## src/rtl/pwm_duty_decoder_pkg.sv

```systemverilog
// Shared types and constants for the PWM duty decoder and the PWM generator.
package pwm_duty_decoder_pkg;

  // Decoder measurement phases.
  typedef enum logic [1:0] {
    SYNC = 2'd0,  // waiting for a rising edge to start a measurement
    HIGH = 2'd1,  // counting high time
    LOW  = 2'd2   // counting low time
  } state_e;

  localparam int DUTY_W        = 7;
  localparam int DUTY_MAX      = (1 << DUTY_W) - 1;
  // Duty reported for a constant-high input; the generator uses the same scale.
  localparam int PWM_FULL_DUTY = 100;

endpackage

```

## src/rtl/pwm_duty_decoder_edge_sync.sv

```systemverilog
// pwm_edge_sync: 2-flop synchronizer, optional 3-sample majority filter and
// rise/fall edge detection for the asynchronous PWM pin.
// Optional feature macro: PWM_DEC_GLITCH_FILTER_EN (adds the majority filter,
// raising pin-to-strobe latency from 3 to 5 cycles).
module pwm_edge_sync (
  input  logic clk,
  input  logic rst_n,    // synchronous, active high
  input  logic pwm_i,
  output logic level_o,
  output logic rise_o,
  output logic fall_o
);

`ifdef PWM_DEC_GLITCH_FILTER_EN
  localparam int DEPTH = 6;
`else
  localparam int DEPTH = 3;
`endif

  logic       meta_q;
  logic       sync_q;
  logic       prev_q;
  logic [2:0] fill_q;
  logic       filt_level;
  logic       primed;

  // Two-flop synchronizer on the raw pin.
  always_ff @(posedge clk) begin
    // NOTE: sequential state uses non-blocking assignments so every flop samples pre-edge values.
    if (rst_n) begin
      meta_q <= 1'b0;
      sync_q <= 1'b0;
    end else begin
      meta_q <= pwm_i;
      sync_q <= meta_q;
    end
  end

`ifdef PWM_DEC_GLITCH_FILTER_EN
  logic [1:0] hist_q;
  logic       maj_q;

  // Majority of the last three synchronized samples rejects 1-cycle glitches.
  always_ff @(posedge clk) begin
    if (rst_n) begin
      hist_q <= 2'b00;
      maj_q  <= 1'b0;
    end else begin
      hist_q <= {hist_q[0], sync_q};
      maj_q  <= (sync_q & hist_q[0]) | (sync_q & hist_q[1]) | (hist_q[0] & hist_q[1]);
    end
  end

  assign filt_level = maj_q;
`else
  assign filt_level = sync_q;
`endif

  // Previous level for edge detection, plus a fill counter that holds edges off
  // until every stage carries a real pin sample (a high pin at reset release is not an edge).
  always_ff @(posedge clk) begin
    if (rst_n) begin
      prev_q <= 1'b0;
      fill_q <= '0;
    end else begin
      prev_q <= filt_level;
      if (!primed) fill_q <= fill_q + 3'd1;
    end
  end

  assign primed  = (fill_q == 3'(DEPTH));
  assign level_o = filt_level;
  assign rise_o  = primed &  filt_level & ~prev_q;
  assign fall_o  = primed & ~filt_level &  prev_q;

endmodule

```

## src/rtl/pwm_duty_decoder.sv

```systemverilog
// pwm_duty_decoder: measures high time and period of a PWM input in clk cycles,
// pulses valid per completed period, and flags a stuck input after TIMEOUT
// edgeless cycles. Optional feature macro: PWM_DEC_GLITCH_FILTER_EN (in pwm_edge_sync).
module pwm_duty_decoder
  import pwm_duty_decoder_pkg::*;
#(
  parameter int CNT_W     = 8,
  parameter int FULL_DUTY = PWM_FULL_DUTY,
  parameter int TIMEOUT   = 255
) (
  input  logic              clk,
  input  logic              rst_n,   // synchronous, active high
  input  logic              pwm_in,
  output logic [DUTY_W-1:0] duty,
  output logic [CNT_W-1:0]  period,
  output logic              valid,
  output logic              stuck
);

  localparam int TMO_W = $clog2(TIMEOUT + 1);

  logic level, rise, fall, any_edge;

  pwm_edge_sync u_edge_sync (
    .clk     (clk),
    .rst_n   (rst_n),
    .pwm_i   (pwm_in),
    .level_o (level),
    .rise_o  (rise),
    .fall_o  (fall)
  );

  state_e             state_q,  state_d;
  logic [CNT_W-1:0]   hi_q,     hi_d;
  logic [CNT_W-1:0]   lo_q,     lo_d;
  logic [TMO_W-1:0]   tmo_q,    tmo_d;
  logic [DUTY_W-1:0]  duty_q,   duty_d;
  logic [CNT_W-1:0]   period_q, period_d;
  logic               valid_q,  valid_d;
  logic               stuck_q,  stuck_d;

  logic [CNT_W-1:0]   hi_inc, lo_inc, period_sat;
  logic [CNT_W:0]     sum;
  logic [DUTY_W-1:0]  duty_sat;

  // Saturating increments and the saturated duty/period of the current measurement.
  always_comb begin
    hi_inc     = (hi_q == '1) ? hi_q : hi_q + CNT_W'(1);
    lo_inc     = (lo_q == '1) ? lo_q : lo_q + CNT_W'(1);
    sum        = {1'b0, hi_q} + {1'b0, lo_q};
    period_sat = sum[CNT_W] ? '1 : sum[CNT_W-1:0];
    duty_sat   = (32'(hi_q) > DUTY_MAX) ? DUTY_W'(DUTY_MAX) : DUTY_W'(hi_q);
  end

  assign any_edge = rise | fall;

  // Next-state logic: phase tracking, counters, result capture and stuck timeout.
  always_comb begin
    // NOTE: every signal gets a default first so no path leaves it unassigned (no latches).
    state_d  = state_q;
    hi_d     = hi_q;
    lo_d     = lo_q;
    tmo_d    = tmo_q;
    duty_d   = duty_q;
    period_d = period_q;
    valid_d  = 1'b0;
    stuck_d  = stuck_q;

    if (any_edge) begin
      tmo_d   = '0;
      stuck_d = 1'b0;
    end else if (!stuck_q) begin
      tmo_d = tmo_q + TMO_W'(1);
    end

    unique case (state_q)
      SYNC: begin
        if (rise) begin
          state_d = HIGH;
          hi_d    = CNT_W'(1);
          lo_d    = '0;
        end
      end
      HIGH: begin
        if (fall) begin
          state_d = LOW;
          lo_d    = CNT_W'(1);
        end else begin
          hi_d = hi_inc;
        end
      end
      LOW: begin
        if (rise) begin
          duty_d   = duty_sat;
          period_d = period_sat;
          valid_d  = 1'b1;
          state_d  = HIGH;
          hi_d     = CNT_W'(1);
          lo_d     = '0;
        end else begin
          lo_d = lo_inc;
        end
      end
      default: state_d = SYNC;
    endcase

    // TIMEOUT consecutive cycles without an edge: report a flat line and resync.
    if (!any_edge && !stuck_q && (tmo_q == TMO_W'(TIMEOUT - 1))) begin
      stuck_d  = 1'b1;
      duty_d   = level ? DUTY_W'(FULL_DUTY) : '0;
      period_d = '0;
      valid_d  = 1'b1;
      state_d  = SYNC;
      hi_d     = '0;
      lo_d     = '0;
      tmo_d    = '0;
    end
  end

  // State and output registers.
  always_ff @(posedge clk) begin
    if (rst_n) begin
      state_q  <= SYNC;
      hi_q     <= '0;
      lo_q     <= '0;
      tmo_q    <= '0;
      duty_q   <= '0;
      period_q <= '0;
      valid_q  <= 1'b0;
      stuck_q  <= 1'b0;
    end else begin
      state_q  <= state_d;
      hi_q     <= hi_d;
      lo_q     <= lo_d;
      tmo_q    <= tmo_d;
      duty_q   <= duty_d;
      period_q <= period_d;
      valid_q  <= valid_d;
      stuck_q  <= stuck_d;
    end
  end

  assign duty   = duty_q;
  assign period = period_q;
  assign valid  = valid_q;
  assign stuck  = stuck_q;

endmodule

```

## config.mk

```make
export PLATFORM = sky130hd
export DESIGN_NAME = pwm_duty_decoder
export DESIGN_NICKNAME = d
export VERILOG_FILES = /design/src/rtl/pwm_duty_decoder_pkg.sv /design/src/rtl/pwm_duty_decoder_edge_sync.sv /design/src/rtl/pwm_duty_decoder.sv
export SDC_FILE = /design/constraint.sdc
export NUM_CORES = 1
export LEC_CHECK = 0
export ABC_CLOCK_PERIOD_IN_PS = 1900
export CAP_MARGIN = 10
export CORE_AREA = 2 2 64 90
export DETAILED_ROUTE_END_ITERATION = 8
export DIE_AREA = 0 0 66 92
export GPL_TIMING_DRIVEN = 0
export PLACE_DENSITY = 0.69
export SETUP_SLACK_MARGIN = 0.4
export SYNTH_ARGS = -nofsm -noshare
export SYNTH_HDL_FRONTEND = slang
export SYNTH_SLANG_ARGS = --single-unit
```

## constraint.sdc

```tcl
create_clock -name clk -period 1.9 [get_ports clk]
set_input_delay 0.475 -clock clk [delete_from_list [all_inputs] [get_ports clk]]
set_output_delay 0.475 -clock clk [all_outputs]
set_load 0.1 [all_outputs]
```

* After elaboration in Yosys (flattened, before gate mapping)
Cells that the tools add are included.
** Storage, ports and cells
- Bits in registers :: 49
- Input port bits :: 3
- Output and inout port bits :: 17
- Logic and storage cells :: 78
** Operators by class
- Add/sub/neg operators :: 5
- $lt $le $gt $ge :: 1
- Equal/unequal tests :: 12
- Mux-type cells :: 23
- Bitwise logic cells :: 7
- Reductions and logical operators :: 18
** Operators with widths (number)
- 8-bit 2-to-1 mux :: 8
- 7-bit 2-to-1 mux :: 5
- 8-bit by 1-bit adder with 8-bit output (second input constant) :: 3
- 8-bit == test (second input constant) :: 3
- 8-bit case mux with 3 select lines :: 1
- 8-bit case mux with 2 select lines :: 1
- 8-bit by 8-bit adder with 9-bit output :: 1
- 8-bit by 7-bit greater-than comparator with 1-bit output (second input constant) :: 1
- 2-bit != test (second input constant) :: 4
- 4-bit AND reduction :: 2
- 2-bit nonzero test :: 4
- 2-bit AND reduction :: 3
- 1-bit 2-to-1 mux :: 5
- 1-bit bitwise AND :: 4
- 2-bit 2-to-1 mux :: 2
- 2-bit case mux with 2 select lines :: 1
- 2-bit OR reduction :: 2
- 3-bit by 1-bit adder with 3-bit output (second input constant) :: 1
- 3-bit by 2-bit == test with 1-bit output (second input constant) :: 1
- 3-bit != test (second input constant) :: 1
- 3-bit nonzero test :: 1
- 3-bit OR reduction :: 1
- 2-bit by 1-bit == test with 1-bit output (second input constant) :: 1
- 2-bit == test (second input constant) :: 1
- 6 further kinds :: 9

* Longest topological paths before layout
- Word-level depth :: 9
- Mapped depth :: 8
- Mapped depth without buffers :: 7

* By module
Synthesis repeated with hierarchy kept, for this count alone.
** Second synthesis, totals
- Cells, all modules :: 299
- Area, all modules :: 2583.7 um2
** By module, submodules not included
- pwm_duty_decoder :: times used 1, cells each 278, area an instance 2358.5 um2, seq. area each 860.8 um2
- pwm_edge_sync :: times used 1, cells each 21, area an instance 225.2 um2, seq. area each 120.1 um2

* Worst setup path after synthesis
OpenSTA, ideal clock, no wires.
- Kind :: register -> register
- From :: reg stuck_q (netlist: stuck)
- To :: reg hi_q[4]
- Library setup time :: 0.069 ns
- Arrival :: 2.117 ns
- Required time :: 1.831 ns
- Path slack :: -0.286 ns
- Stages on the path, launching flop included :: 6
- Path buffers :: 0
- Clock period less this slack :: 2.186 ns
- Cell sequence :: dfxtp_1 > nand4b_1 > a211oi_1 > or2_1 > or4_1 > o21ai_1
** Between the ends
- Cells in the longest elaborated chain, start to end :: 4
** Ends and longest elaborated chain
- start: declaration :: RTL line pwm_duty_decoder.sv:40 : logic stuck_q, stuck_d;
- start signal: assignment :: RTL line pwm_duty_decoder.sv:139 : stuck_q <= stuck_d;
- 1-bit logical NOT :: RTL line pwm_duty_decoder.sv:108 : if (!any_edge && !stuck_q && (tmo_q == TMO_W'(TIMEOUT - 1))) begin
- 1-bit logical AND (2 in a row) :: RTL line pwm_duty_decoder.sv:108
- 2-bit OR reduction (no source line)
- end signal: assignment :: RTL line pwm_duty_decoder.sv:133 : hi_q <= hi_d;
- end: declaration :: RTL line pwm_duty_decoder.sv:34 : logic [CNT_W-1:0] hi_q, hi_d;
Every way passes these cells.
A chain may end at the register's enable or synchronous reset.

* Final worst setup path
- From :: reg u_edge_sync.fill_q[0]
- To :: reg lo_q[2]
** Between the ends
- Cells in the longest elaborated chain, start to end :: 8
- Elaborated cells between the ends (all ways) :: 16
- Those cells by class :: eq/ne: 4; mux: 2; bitwise: 5; reduce/logical: 5
** Ends and longest elaborated chain
- start: declaration :: RTL line pwm_duty_decoder_edge_sync.sv:23 : logic [2:0] fill_q;
- start signal: assignment :: RTL line pwm_duty_decoder_edge_sync.sv:67 : if (!primed) fill_q <= fill_q + 3'd1;
- 3-bit by 2-bit == test with 1-bit output (*) :: RTL line pwm_duty_decoder_edge_sync.sv:71 : assign primed = (fill_q == 3'(DEPTH));
- 1-bit bitwise AND, on equally long branches (2 in a row) :: RTL line pwm_duty_decoder_edge_sync.sv:73, pwm_duty_decoder_edge_sync.sv:74
- 1-bit bitwise OR :: RTL line pwm_duty_decoder.sv:55 : assign any_edge = rise | fall;
- 1-bit logical NOT :: RTL line pwm_duty_decoder.sv:108
- 1-bit logical AND (2 in a row) :: RTL line pwm_duty_decoder.sv:108
- 2-bit OR reduction (no source line)
- end signal: assignment :: RTL line pwm_duty_decoder.sv:134 : lo_q <= lo_d;
- end: declaration :: RTL line pwm_duty_decoder.sv:35 : logic [CNT_W-1:0] lo_q, lo_d;
Mark *: on every way between the ends. The rest lies on a longest branch, timed or not.

==> run metrics <==
Cell Pwr Density=about 570 nW/um^2; Post-DRT Antenna Nets=0; Flop pwr share=0.508; multi-input logic area=between 1500 and 2000 sq um; hold depth=1; peak supply drop=389 uV; Initial Utilization=0.472; flops & latches, synth=between 40 and 50; CTS root buf=clkbuf_8; worst setup path startpoint=u_edge_sync.fill_q[0]; Buffers on Ports=19; Area Growth Syn to Fin=45.3%; antenna violations before repair=0; total clock sinks=slightly below 50; Synth area leader=dfxtp_1; Antenna Cells=0; status=complete, but fails checks; Crit. End Element=flip-flop; predominant post-synthesis flop cell=dfxtp_1; TritonCTS clock tree=done; CTS clk-pin slew, worst paths=approximately 0.1 ns; achievable clock frequency=approximately 0.5 GHz; first-pass GRT wire length=between 10000 and 15000 um; post-DP HPWL=approximately 4000 um; latest clock arrival within the worst-skew pair=0.30 ns; Rel. slew slack=0.658; Overflow after GRT=0; register area share after synthesis=0.388; Chip Width=between 60 and 70 um; number of buffers created by CTS=5; fin. max-slew vios=0; Crit Path Class=reg -> reg; IO Pins=20; Seq. cell area=1010 sq um; synthesized netlist cell count=285; Post-Route WL=6940 um; vias in the first global route=~2400; cell area after synthesis=2530 sq um; top post-synthesis cells by area=dfxtp_1 39%, ha_1 8.9%, nor2_1 5.3%; Final setup viols=17; gr usage total=0.229; FP Rows=32; largest net degree at the start of global routing=16; worst flop-to-flop path endpoint=lo_q[2]; internal power=approximately 1.6 mW; Post-route DRC=0; Reg2Reg Setup Slack=-0.05 ns; non-filler cells, final=~420; vias after detailed routing=roughly 2400; Leak=1.49 nW; worst hold slack=0.463 ns; Critical Path Start Type=flip-flop; Synth Warn #=0; ys async rst share=0; crit path to=lo_q[2]; Switching Fraction=0.237; Avg WL per Cell=16.6 um; minimum clock period=~1.9 ns; post-synth net total=307; placed cell count=between 300 and 400; die height=between 90 and 100 um; post-synth top area share=0.388; Placement Setup Slack=-0.104 ns; max_cap viols=0; clock share of power=0.373; final hold violations=0; worst-case clock buffer depth=2; CP Max Fanout=5; Data required, critical path=around 2.1 ns; R2R Path Start=u_edge_sync.fill_q[0]; Hold WC Path Type=reg -> reg; core box area=5370 sq um; Final WS setup=-0.0492 ns; Finished Core Util=0.685; EDFF count, synth=0; period utilisation layout=1.03; Final Cell Area=~3700 sq um; Gate power share=0.119; Nets=370; die area=6070 sq um; gpl congestion=0.835; layout cells sized above 1=0.421; unrepaired setup endpoints after global routing=yes; DP Area=slightly below 3000 sq um; drt first pass iters=4; actual slew at the worst max-slew pin=just over 0.5 ns; net switching power=between 400 and 500 uW; Avg Inst Size Synth=slightly below 9 sq um; Yosys cell types=47; CP arrival=approximately 2.1 ns; H-tree Lvls=2; worst r2r path cells=9; fillcell total=421; DRT iter0 DRCs=180; failing checks=negative setup slack; clock skew=~0.010 ns; Via density=a little under 6
==> metal layers <==
metal  up-vias  track usage  share of wire
li1       1158            -              -
met5         -            0              0
met2        60        0.413           0.54
met1      1182        0.262           0.41
met3        12       0.0393          0.038
met4         0       0.0884          0.015
==> cell usage after synthesis (all sizes together), types with 2 or more instances <==
| library cell | n |
|---|---|
| inv | 8 |
| o211ai | 2 |
| or3 | 3 |
| mux2i | 5 |
| a21o | 4 |
| o21a | 3 |
| nor3 | 12 |
| xor2 | 10 |
| nor2 | 36 |
| or4 | 4 |
| nand4b | 2 |
| a211oi | 5 |
| and3 | 2 |
| and3b | 2 |
| o21ai | 11 |
| xnor2 | 6 |
| a31oi | 3 |
| and2 | 2 |
| buf | 4 |
| o221a | 10 |
| nand3 | 9 |
| ha | 18 |
| nand2 | 24 |
| nand2b | 2 |
| clkbuf | 3 |
| nor2b | 5 |
| dfxtp | 49 |
| a21oi | 19 |
| nand4 | 4 |
| or2 | 2 |
| o31ai | 4 |
| a41oi | 2 |
==> critical path, stage by stage (launching register included) <==
cell	delay [ns]
dfxtp_2	0.34
ha_4	0.16
ha_4	0.16
buf_8	0.12
and3b_2	0.23
and2b_4	0.19
buf_4	0.14
or2_2	0.31
a21oi_2	0.12
a211oi_1	0.06
==> area by class of cell <==
class,instances,share of cell area
multi-input combinational,221,0.506
sequential,49,0.274
timing repair buffer,56,0.138
tap,68,0.0231
clock buffer,6,0.0225
buffer,7,0.0187
clock inverter,2,0.00987
inverter,8,0.00817
==> cells in the final DEF (no fill, tap or decap), drive strengths merged, types with 6 or more instances in the layout <==
master	instances
xnor2	6
buf	58
clkbuf	9
nor2	36
o21ai	11
ha	18
nor3	12
inv	9
xor2	10
nand2	24
nand3	9
o221a	10
dfxtp	49
a21oi	19
==> per-stage QoR <==
step,TNS (ns),power (mW)
CTS,-0.118,2.08
global placement,-1.37,1.23
global route,-1.85,2.20
floorplan,0,1.20
finish,-0.354,2.11
detailed placement,-1.10,1.23
==> cell families (layout without fill, tap and decap cells) <==
family | after synthesis | after routing | synth area share
buf+inv | 15 | 79 | 0.0252
flops | 49 | 49 | 0.388
fa+ha+maj | 19 | 19 | 0.0969
compound gates | 68 | 68 | 0.196
xor+xnor | 16 | 16 | 0.0554
simple gates | 113 | 113 | 0.219
mux | 5 | 5 | 0.0198
==> state kept, by name, indices dropped and copies added (netlist names) <==
signal	cells
u_edge_sync.meta_q	1
duty	7
lo_q	8
u_edge_sync.level_o	1
tmo_q	8
u_edge_sync.fill_q	3
hi_q	8
stuck	1
period	8
valid	1
state_q	2
u_edge_sync.prev_q	1
==> power by group through the flow <==
| stage | registers, mW | logic, mW | clock network [mW] |
|---|---|---|---|
| after floorplan | 1.09 | 0.104 | 0 |
| after global placement | 1.10 | 0.128 | 0 |
| after detailed placement | 1.10 | 0.133 | 0 |
| after CTS | 1.07 | 0.206 | 0.801 |
| after global routing | 1.08 | 0.272 | 0.850 |
| final | 1.07 | 0.252 | 0.787 |
==> how the worst min path moves through the flow <==
stage                                     end  slack, ns               start
after CTS                 u_edge_sync.level_o       0.46  u_edge_sync.meta_q
after global placement    u_edge_sync.level_o       0.43  u_edge_sync.meta_q
after detailed placement  u_edge_sync.level_o       0.44  u_edge_sync.meta_q
final                     u_edge_sync.level_o       0.46  u_edge_sync.meta_q
after floorplan           u_edge_sync.level_o       0.41  u_edge_sync.meta_q
after global routing      u_edge_sync.level_o       0.48  u_edge_sync.meta_q
==> what timing repair did <==
action,in CTS,in global routing
resized for setup,154,36
endpoints found under the setup margin,59,47
hold buffers,0,0
setup buffers,29,7
pin swaps,32,28
gates cloned,1,0
Power figures use the tool's default switching activity.
